==> src/rtl/wb_stage_pkg.sv <==
// wb_pkg: shared definitions for the CowCat32 write-back stage.
//   - din_sel encodings (DIN_CSR, DIN_LINK, DIN_ALU, DIN_LOAD)
//   - load funct3 codes
//   - write-back FSM state type
package wb_pkg;

  localparam logic [1:0] DIN_CSR  = 2'd0;
  localparam logic [1:0] DIN_LINK = 2'd1;
  localparam logic [1:0] DIN_ALU  = 2'd2;
  localparam logic [1:0] DIN_LOAD = 2'd3;

  localparam logic [2:0] F3_LB  = 3'b000;
  localparam logic [2:0] F3_LH  = 3'b001;
  localparam logic [2:0] F3_LW  = 3'b010;
  localparam logic [2:0] F3_LD  = 3'b011;
  localparam logic [2:0] F3_LBU = 3'b100;
  localparam logic [2:0] F3_LHU = 3'b101;
  localparam logic [2:0] F3_LWU = 3'b110;

  typedef enum logic {
    IDLE      = 1'b0,
    WAIT_LOAD = 1'b1
  } wb_state_e;

endpackage

==> src/rtl/wb_stage_load_trim.sv <==
// load_trim: combinational lane select and sign/zero extension of load data.
// Ports:
//   funct3_i  load type (LB/LH/LW/LD/LBU/LHU/LWU)
//   off_i     byte offset of the load address within the XLEN word
//   rdata_i   aligned load word from memory
//   result_o  trimmed, extended XLEN result (0 for unsupported codes)
module load_trim
  import wb_pkg::*;
#(
  parameter int XLEN = 32,
  localparam int OFFW = $clog2(XLEN / 8),
  localparam int SHW  = $clog2(XLEN)
) (
  input  logic [2:0]      funct3_i,
  input  logic [OFFW-1:0] off_i,
  input  logic [XLEN-1:0] rdata_i,
  output logic [XLEN-1:0] result_o
);

  logic [SHW-1:0] bsh;
  logic [SHW-1:0] hsh;
  logic [SHW-1:0] wsh;
  logic [7:0]     b8;
  logic [15:0]    h16;
  logic [31:0]    w32;

  always_comb begin
    // Byte shift uses the full offset; halfword ignores offset[0];
    // word slot only exists on a 64-bit datapath.
    bsh = {off_i, 3'b000};
    hsh = {off_i[OFFW-1:1], 4'b0000};
    if (XLEN == 64) wsh = SHW'({off_i[OFFW-1], 5'b00000});
    else            wsh = '0;

    b8  = 8'(rdata_i >> bsh);
    h16 = 16'(rdata_i >> hsh);
    w32 = 32'(rdata_i >> wsh);

    result_o = '0;
    case (funct3_i)
      F3_LB:  result_o = XLEN'($signed(b8));
      F3_LH:  result_o = XLEN'($signed(h16));
      F3_LW:  result_o = XLEN'($signed(w32));
      F3_LBU: result_o = XLEN'(b8);
      F3_LHU: result_o = XLEN'(h16);
      F3_LWU: if (XLEN == 64) result_o = XLEN'(w32);
      F3_LD:  if (XLEN == 64) result_o = rdata_i;
      default: result_o = '0;
    endcase
  end

endmodule

==> src/rtl/wb_stage.sv <==
// wb_stage: registered write-back stage for the CowCat32 core.
// Selects register-file write data (CSR / pc+4 / ALU / trimmed load), waits
// for load responses with a bounded timeout and issues a one-cycle write.
// Optional feature: define WB_CSR_EN to let din_sel 0 write csr_rdata.
// Ports:
//   clk, rst_n            clock, asynchronous active-low reset
//   in_valid, in_ready    MEM-stage handshake (in_ready = state is IDLE)
//   din_sel               data source: 0 CSR, 1 link, 2 ALU, 3 load
//   pc, alu_out, csr_rdata  candidate write data sources
//   rd_we_in, rd_addr_in  destination write enable / index
//   ld_funct3, ld_addr_lo load type and byte offset
//   mem_rvalid, mem_rdata load response
//   rf_we, rf_waddr, rf_wdata  register-file write port (1-cycle strobe)
//   retire                one pulse per completed instruction
//   load_err              one pulse per abandoned (timed-out) load
module wb_stage
  import wb_pkg::*;
#(
  parameter int XLEN         = 32,
  parameter int REGW         = 5,
  parameter int LOAD_TIMEOUT = 15,
  localparam int OFFW = $clog2(XLEN / 8)
) (
  input  logic            clk,
  input  logic            rst_n,
  input  logic            in_valid,
  output logic            in_ready,
  input  logic [1:0]      din_sel,
  input  logic [XLEN-1:0] pc,
  input  logic [XLEN-1:0] alu_out,
  input  logic [XLEN-1:0] csr_rdata,
  input  logic            rd_we_in,
  input  logic [REGW-1:0] rd_addr_in,
  input  logic [2:0]      ld_funct3,
  input  logic [OFFW-1:0] ld_addr_lo,
  input  logic            mem_rvalid,
  input  logic [XLEN-1:0] mem_rdata,
  output logic            rf_we,
  output logic [REGW-1:0] rf_waddr,
  output logic [XLEN-1:0] rf_wdata,
  output logic            retire,
  output logic            load_err
);

  localparam int CW = $clog2(LOAD_TIMEOUT + 1);

  wb_state_e       state_q, state_d;
  logic [CW-1:0]   cnt_q, cnt_d;
  logic            ld_we_q, ld_we_d;
  logic [REGW-1:0] ld_rd_q, ld_rd_d;
  logic [2:0]      ld_f3_q, ld_f3_d;
  logic [OFFW-1:0] ld_off_q, ld_off_d;

  logic            rf_we_q, rf_we_d;
  logic [REGW-1:0] rf_waddr_q, rf_waddr_d;
  logic [XLEN-1:0] rf_wdata_q, rf_wdata_d;
  logic            retire_q, retire_d;
  logic            load_err_q, load_err_d;

  logic [XLEN-1:0] trim_data;
  logic [XLEN-1:0] nl_data;
  logic            nl_src_ok;

  load_trim #(.XLEN(XLEN)) u_load_trim (
    .funct3_i (ld_f3_q),
    .off_i    (ld_off_q),
    .rdata_i  (mem_rdata),
    .result_o (trim_data)
  );

  // Non-load result; nl_src_ok gates the write for a disabled CSR source.
  always_comb begin
    nl_data   = '0;
    nl_src_ok = 1'b1;
    case (din_sel)
      DIN_LINK: nl_data = pc + XLEN'(4);
      DIN_ALU:  nl_data = alu_out;
      DIN_CSR: begin
`ifdef WB_CSR_EN
        nl_data   = csr_rdata;
`else
        nl_src_ok = 1'b0;
`endif
      end
      default: nl_data = '0;
    endcase
  end

`ifndef WB_CSR_EN
  logic unused_csr;
  assign unused_csr = ^csr_rdata;
`endif

  always_comb begin
    state_d    = state_q;
    cnt_d      = cnt_q;
    ld_we_d    = ld_we_q;
    ld_rd_d    = ld_rd_q;
    ld_f3_d    = ld_f3_q;
    ld_off_d   = ld_off_q;
    rf_we_d    = 1'b0;
    rf_waddr_d = rf_waddr_q;
    rf_wdata_d = rf_wdata_q;
    retire_d   = 1'b0;
    load_err_d = 1'b0;

    case (state_q)
      IDLE: begin
        if (in_valid) begin
          if (din_sel == DIN_LOAD) begin
            ld_we_d  = rd_we_in;
            ld_rd_d  = rd_addr_in;
            ld_f3_d  = ld_funct3;
            ld_off_d = ld_addr_lo;
            cnt_d    = '0;
            state_d  = WAIT_LOAD;
          end else begin
            rf_we_d    = rd_we_in && (rd_addr_in != '0) && nl_src_ok;
            rf_waddr_d = rd_addr_in;
            rf_wdata_d = nl_data;
            retire_d   = 1'b1;
          end
        end
      end
      WAIT_LOAD: begin
        // A response arriving on the final timeout cycle takes priority.
        if (mem_rvalid) begin
          rf_we_d    = ld_we_q && (ld_rd_q != '0);
          rf_waddr_d = ld_rd_q;
          rf_wdata_d = trim_data;
          retire_d   = 1'b1;
          state_d    = IDLE;
        end else if (cnt_q == CW'(LOAD_TIMEOUT - 1)) begin
          rf_waddr_d = ld_rd_q;
          rf_wdata_d = '0;
          retire_d   = 1'b1;
          load_err_d = 1'b1;
          state_d    = IDLE;
        end else begin
          cnt_d = cnt_q + CW'(1);
        end
      end
      default: state_d = IDLE;
    endcase
  end

  always_ff @(posedge clk or negedge rst_n) begin
    if (!rst_n) begin
      state_q    <= IDLE;
      cnt_q      <= '0;
      ld_we_q    <= 1'b0;
      ld_rd_q    <= '0;
      ld_f3_q    <= '0;
      ld_off_q   <= '0;
      rf_we_q    <= 1'b0;
      rf_waddr_q <= '0;
      rf_wdata_q <= '0;
      retire_q   <= 1'b0;
      load_err_q <= 1'b0;
    end else begin
      state_q    <= state_d;
      cnt_q      <= cnt_d;
      ld_we_q    <= ld_we_d;
      ld_rd_q    <= ld_rd_d;
      ld_f3_q    <= ld_f3_d;
      ld_off_q   <= ld_off_d;
      rf_we_q    <= rf_we_d;
      rf_waddr_q <= rf_waddr_d;
      rf_wdata_q <= rf_wdata_d;
      retire_q   <= retire_d;
      load_err_q <= load_err_d;
    end
  end

  assign in_ready = (state_q == IDLE);
  assign rf_we    = rf_we_q;
  assign rf_waddr = rf_waddr_q;
  assign rf_wdata = rf_wdata_q;
  assign retire   = retire_q;
  assign load_err = load_err_q;

endmodule
==> config.mk <==
export PLATFORM = sky130hd
export DESIGN_NAME = wb_stage
export DESIGN_NICKNAME = d
export VERILOG_FILES = /design/src/rtl/wb_stage_pkg.sv /design/src/rtl/wb_stage_load_trim.sv /design/src/rtl/wb_stage.sv
export SDC_FILE = /design/constraint.sdc
export NUM_CORES = 1
export LEC_CHECK = 0
export ABC_CLOCK_PERIOD_IN_PS = 1730
export BUFFER_PORTS_ARGS = -buffer_cell sky130_fd_sc_hd__buf_2
export CAP_MARGIN = 30
export CORE_MARGIN = 2
export CORE_UTILIZATION = 43
export DETAILED_ROUTE_END_ITERATION = 10
export GPL_TIMING_DRIVEN = 0
export PLACE_DENSITY = 0.78
export SLEW_MARGIN = 10
export SYNTH_ARGS = -nofsm -noshare
export SYNTH_HDL_FRONTEND = slang
export SYNTH_SLANG_ARGS = --single-unit
==> constraint.sdc <==
create_clock -name clk -period 1.73 [get_ports clk]
set_input_delay 0.173 -clock clk [delete_from_list [all_inputs] [get_ports clk]]
set_output_delay 0.173 -clock clk [all_outputs]
set_load 0.01 [all_outputs]
==> out/qor.txt <==
FMAX: 503 MHz
Worst Setup Path Type: reg -> reg
EDFF count, synth: 0
Clock Latency Late Sink: 320 ps
Area grow syn2layout: 38.3%
Compound-Gate Fraction of Synth Area: 24.5%
DR WL/cell: 20.0 um
Full die area: 0.00973 mm2
Hpwl dp: 11200 um
Layout Nets: 774
Post-Synth XOR/XNOR Area: 5.46%
Root Buffer: clkbuf_8
Critical path arrival: 2180 ps
Die X: 98.6 um
Area share of fa/ha/maj cells after synthesis: 2.27%
# fillers: 757
Gpl congestion: 0.961
Sequential area share after synthesis: 36.4%
Pins Over Slew Limit: 0
Worst Skew: 19.0 ps
Hold path cells: 3
Max_cap viols: 0
Placeable Area: 0.00872 mm2
Initial core utilization: 44.2%
CTS Buf Count: 5
DP Cell Count: 709
Vias per cell: 6.07
Library cells used by synthesis: 57
Syn Area/Cell: 8.58 um2
Synth Instances: 449
H-tree lvl count: 2
Failing checks: negative setup slack
FF-to-FF End: rf_wdata[31]$_DFFE_PN0P_
Synthesis Warnings: 0
Crit-path max FO: 6
Final Hold Fails: 0
Slowest stage delay, CP: 450 ps
Cells on worst reg2reg path: 7
Crit-path leading delay family: compound AO/OA/AOI/OAI gates
Critical path launch point type: flop
Post-Syn Area: 0.00385 mm2
Slew margin rel.: 46.2%
Req. time, crit path: 1920 ps
Buf/Inv on CP: 2
Synth area leader: dfrtp_1
GRT Util Overall: 29.3%
Largest net degree at the start of global routing: 57
Power Dens Cells: 837 mW/mm2
Drt drc: 0
Clk buf depth: 2
WHS Endpoint: ld_we_q$_DFFE_PN0P_
Vias in the first global route: 4335
Routed WL: 14600 um
Grt total ovfl: 0
Main combinational cell family by area after synthesis: compound AO/OA/AOI/OAI gates
Tcrit/Tclk final: 115%
# clock sinks: 56
Fraction of registers with async set/reset: 100%
Ports: 186
RSZ-0062 raised after global routing: yes
IO buf count: 152
Crit-path slowest cell: dfrtp_2
Worst ir drop on vdd: 0.405 mV
Leakage: 2.48 nW
Critical path's most frequent cell: buf_4
Worst r2r src: ld_off_q[0]$_DFFE_PN0P_
Outcome: finished with violations
DR iter-0 viols: 377
Min Tclk post-route: 1990 ps
Simple-gate share of the synthesized area: 23.1%
Design area: 0.00533 mm2
Worst hold path type: in -> reg
Initial antenna violation count: 0
CP cell instances: mux2_4, a222oi_1, buf_4, buf_4, nor3_4, o32ai_2, o211ai_1
Finished Layout Cells: 731
Drt first pass iters: 6
Worst-Margin Slew: 800 ps
Hold_sp: rd_we_in
Die Span Y: 98.6 um
Antenna Cells: 0
Dpl ws: -551 ps
Global-route wire length before repair: 22400 um
Synth top area cells: dfrtp_1, nand2_1, xor2_1
Synth top area share: 36.4%
CTS clk-pin slew, worst paths: 120 ps
Via count: 4440
Main flop type after synthesis: dfrtp_1
TritonCTS clock tree: done
Fin worst setup slack: -259 ps
Setup crit end kind: flop
R2R setup slack: -260 ps
Share of cells above drive strength 1: 40.6%
Placed Area: 0.00476 mm2
Setup violations, final: 27
Yosys reg bits: 56
Syn nets: 601
Mux share of post-synthesis cell area: 4.39%
CP startpoint: ld_off_q[0]$_DFFE_PN0P_
Post-route antenna net violation count: 0
Rows: 34
==> state kept, by name (all words and copies together) (netlist names) <==
name / cells
state_q: 1
rf_wdata: 32
ld_f3_q: 3
retire: 1
ld_off_q: 2
cnt_q: 4
ld_rd_q: 5
rf_waddr: 5
rf_we: 1
ld_we_q: 1
load_err: 1
==> synthesized netlist by cell type (all sizes together), types with 11 or more instances <==
library cell / count
nand2: 78
dfrtp: 56
o21ai: 38
clkbuf: 20
a22oi: 18
xor2: 18
nand3: 15
nor2: 15
a222oi: 12
and2: 11
nor2b: 11
==> routing by layer <==
metal	vias to the layer above	part of all wire, %	global-route usage (%)
met3	31	9.8	4.75
li1	2033	-	-
met5	-	0	0
met4	0	2.2	8.85
met2	260	46	46.2
met1	2116	42	41.5
==> worst min-delay path: stages <==
cell and delay [ps]:
buf_2 90, nand2_1 40, nand2_1 50
==> placed cells by master, fill, tap and decap left out, drive strengths merged, types with 10 or more instances in the layout <==
cell type  count
nand4         10
and2          11
a22oi         18
nand2         78
dfrtp         56
buf          177
a21oi         10
nor2b         11
inv           12
clkbuf        19
o21ai         39
nor2          15
nand3         15
xor2          18
a222oi        12
==> kinds of logic (layout without fill, tap and decap cells) <==
kind of cell    after synthesis  count (layout)
compound gates              133             134
flops                        56              56
fa+ha+maj                     7               7
simple gates                177             177
xor+xnor                     24              24
mux                          15              15
buf+inv                      37             210
==> area by class of cell <==
type,count,area (um2),area share [%]
Sequential cell,56,1410,26.4
Clock buffer,5,68.8,1.29
Inverter,10,37.5,0.705
Clock inverter,3,26.3,0.493
Timing Repair Buffer,169,910,17.1
Tap cell,108,135,2.54
Buffer,23,175,3.29
Multi-Input combinational cell,357,2560,48.2
==> power by group <==
group / internal, mW / switching (mW) / leakage (nW)
Sequential: 1.54 / 0.186 / 0.717
Clock: 0.300 / 0.484 / 0.0491
Combinational: 0.860 / 1.09 / 1.72
Total: 2.70 / 1.76 / 2.48
==> per-stage QoR <==
stage	utilization (%)	power (mW)	hold slack [ps]	TNS, ps
CTS	58.7	4.23	57.0	-770
global route	61.1	4.66	48.2	-5070
floorplan	-	2.57	-123	-645
detailed placement	54.6	3.23	279	-16860
finish	61.1	4.46	60.1	-3160
global placement	54.5	3.19	382	-15110
==> worst max path at each step <==
stage / endpoint / depth (start not counted)
2_1_floorplan: rf_wdata[31]$_DFFE_PN0P_ / 5
3_3_place_gp: rf_wdata[16]$_DFFE_PN0P_ / 7
5_1_grt: rf_wdata[21]$_DFFE_PN0P_ / 6
4_1_cts: rf_wdata[5]$_DFFE_PN0P_ / 6
3_5_place_dp: rf_wdata[16]$_DFFE_PN0P_ / 7
6_report: rf_wdata[31]$_DFFE_PN0P_ / 7
==> timing repair <==
action | CTS | global route
gates resized for setup | 59 | 53
setup endpoints to repair | 51 | 47
cloned | 1 | 1
pin swaps | 15 | 25
hold endpoints to repair | 56 | 0
setup buffers | 10 | 5
hold buffers | 1 | 0
No activity file was read; power rests on OpenSTA's default activity.
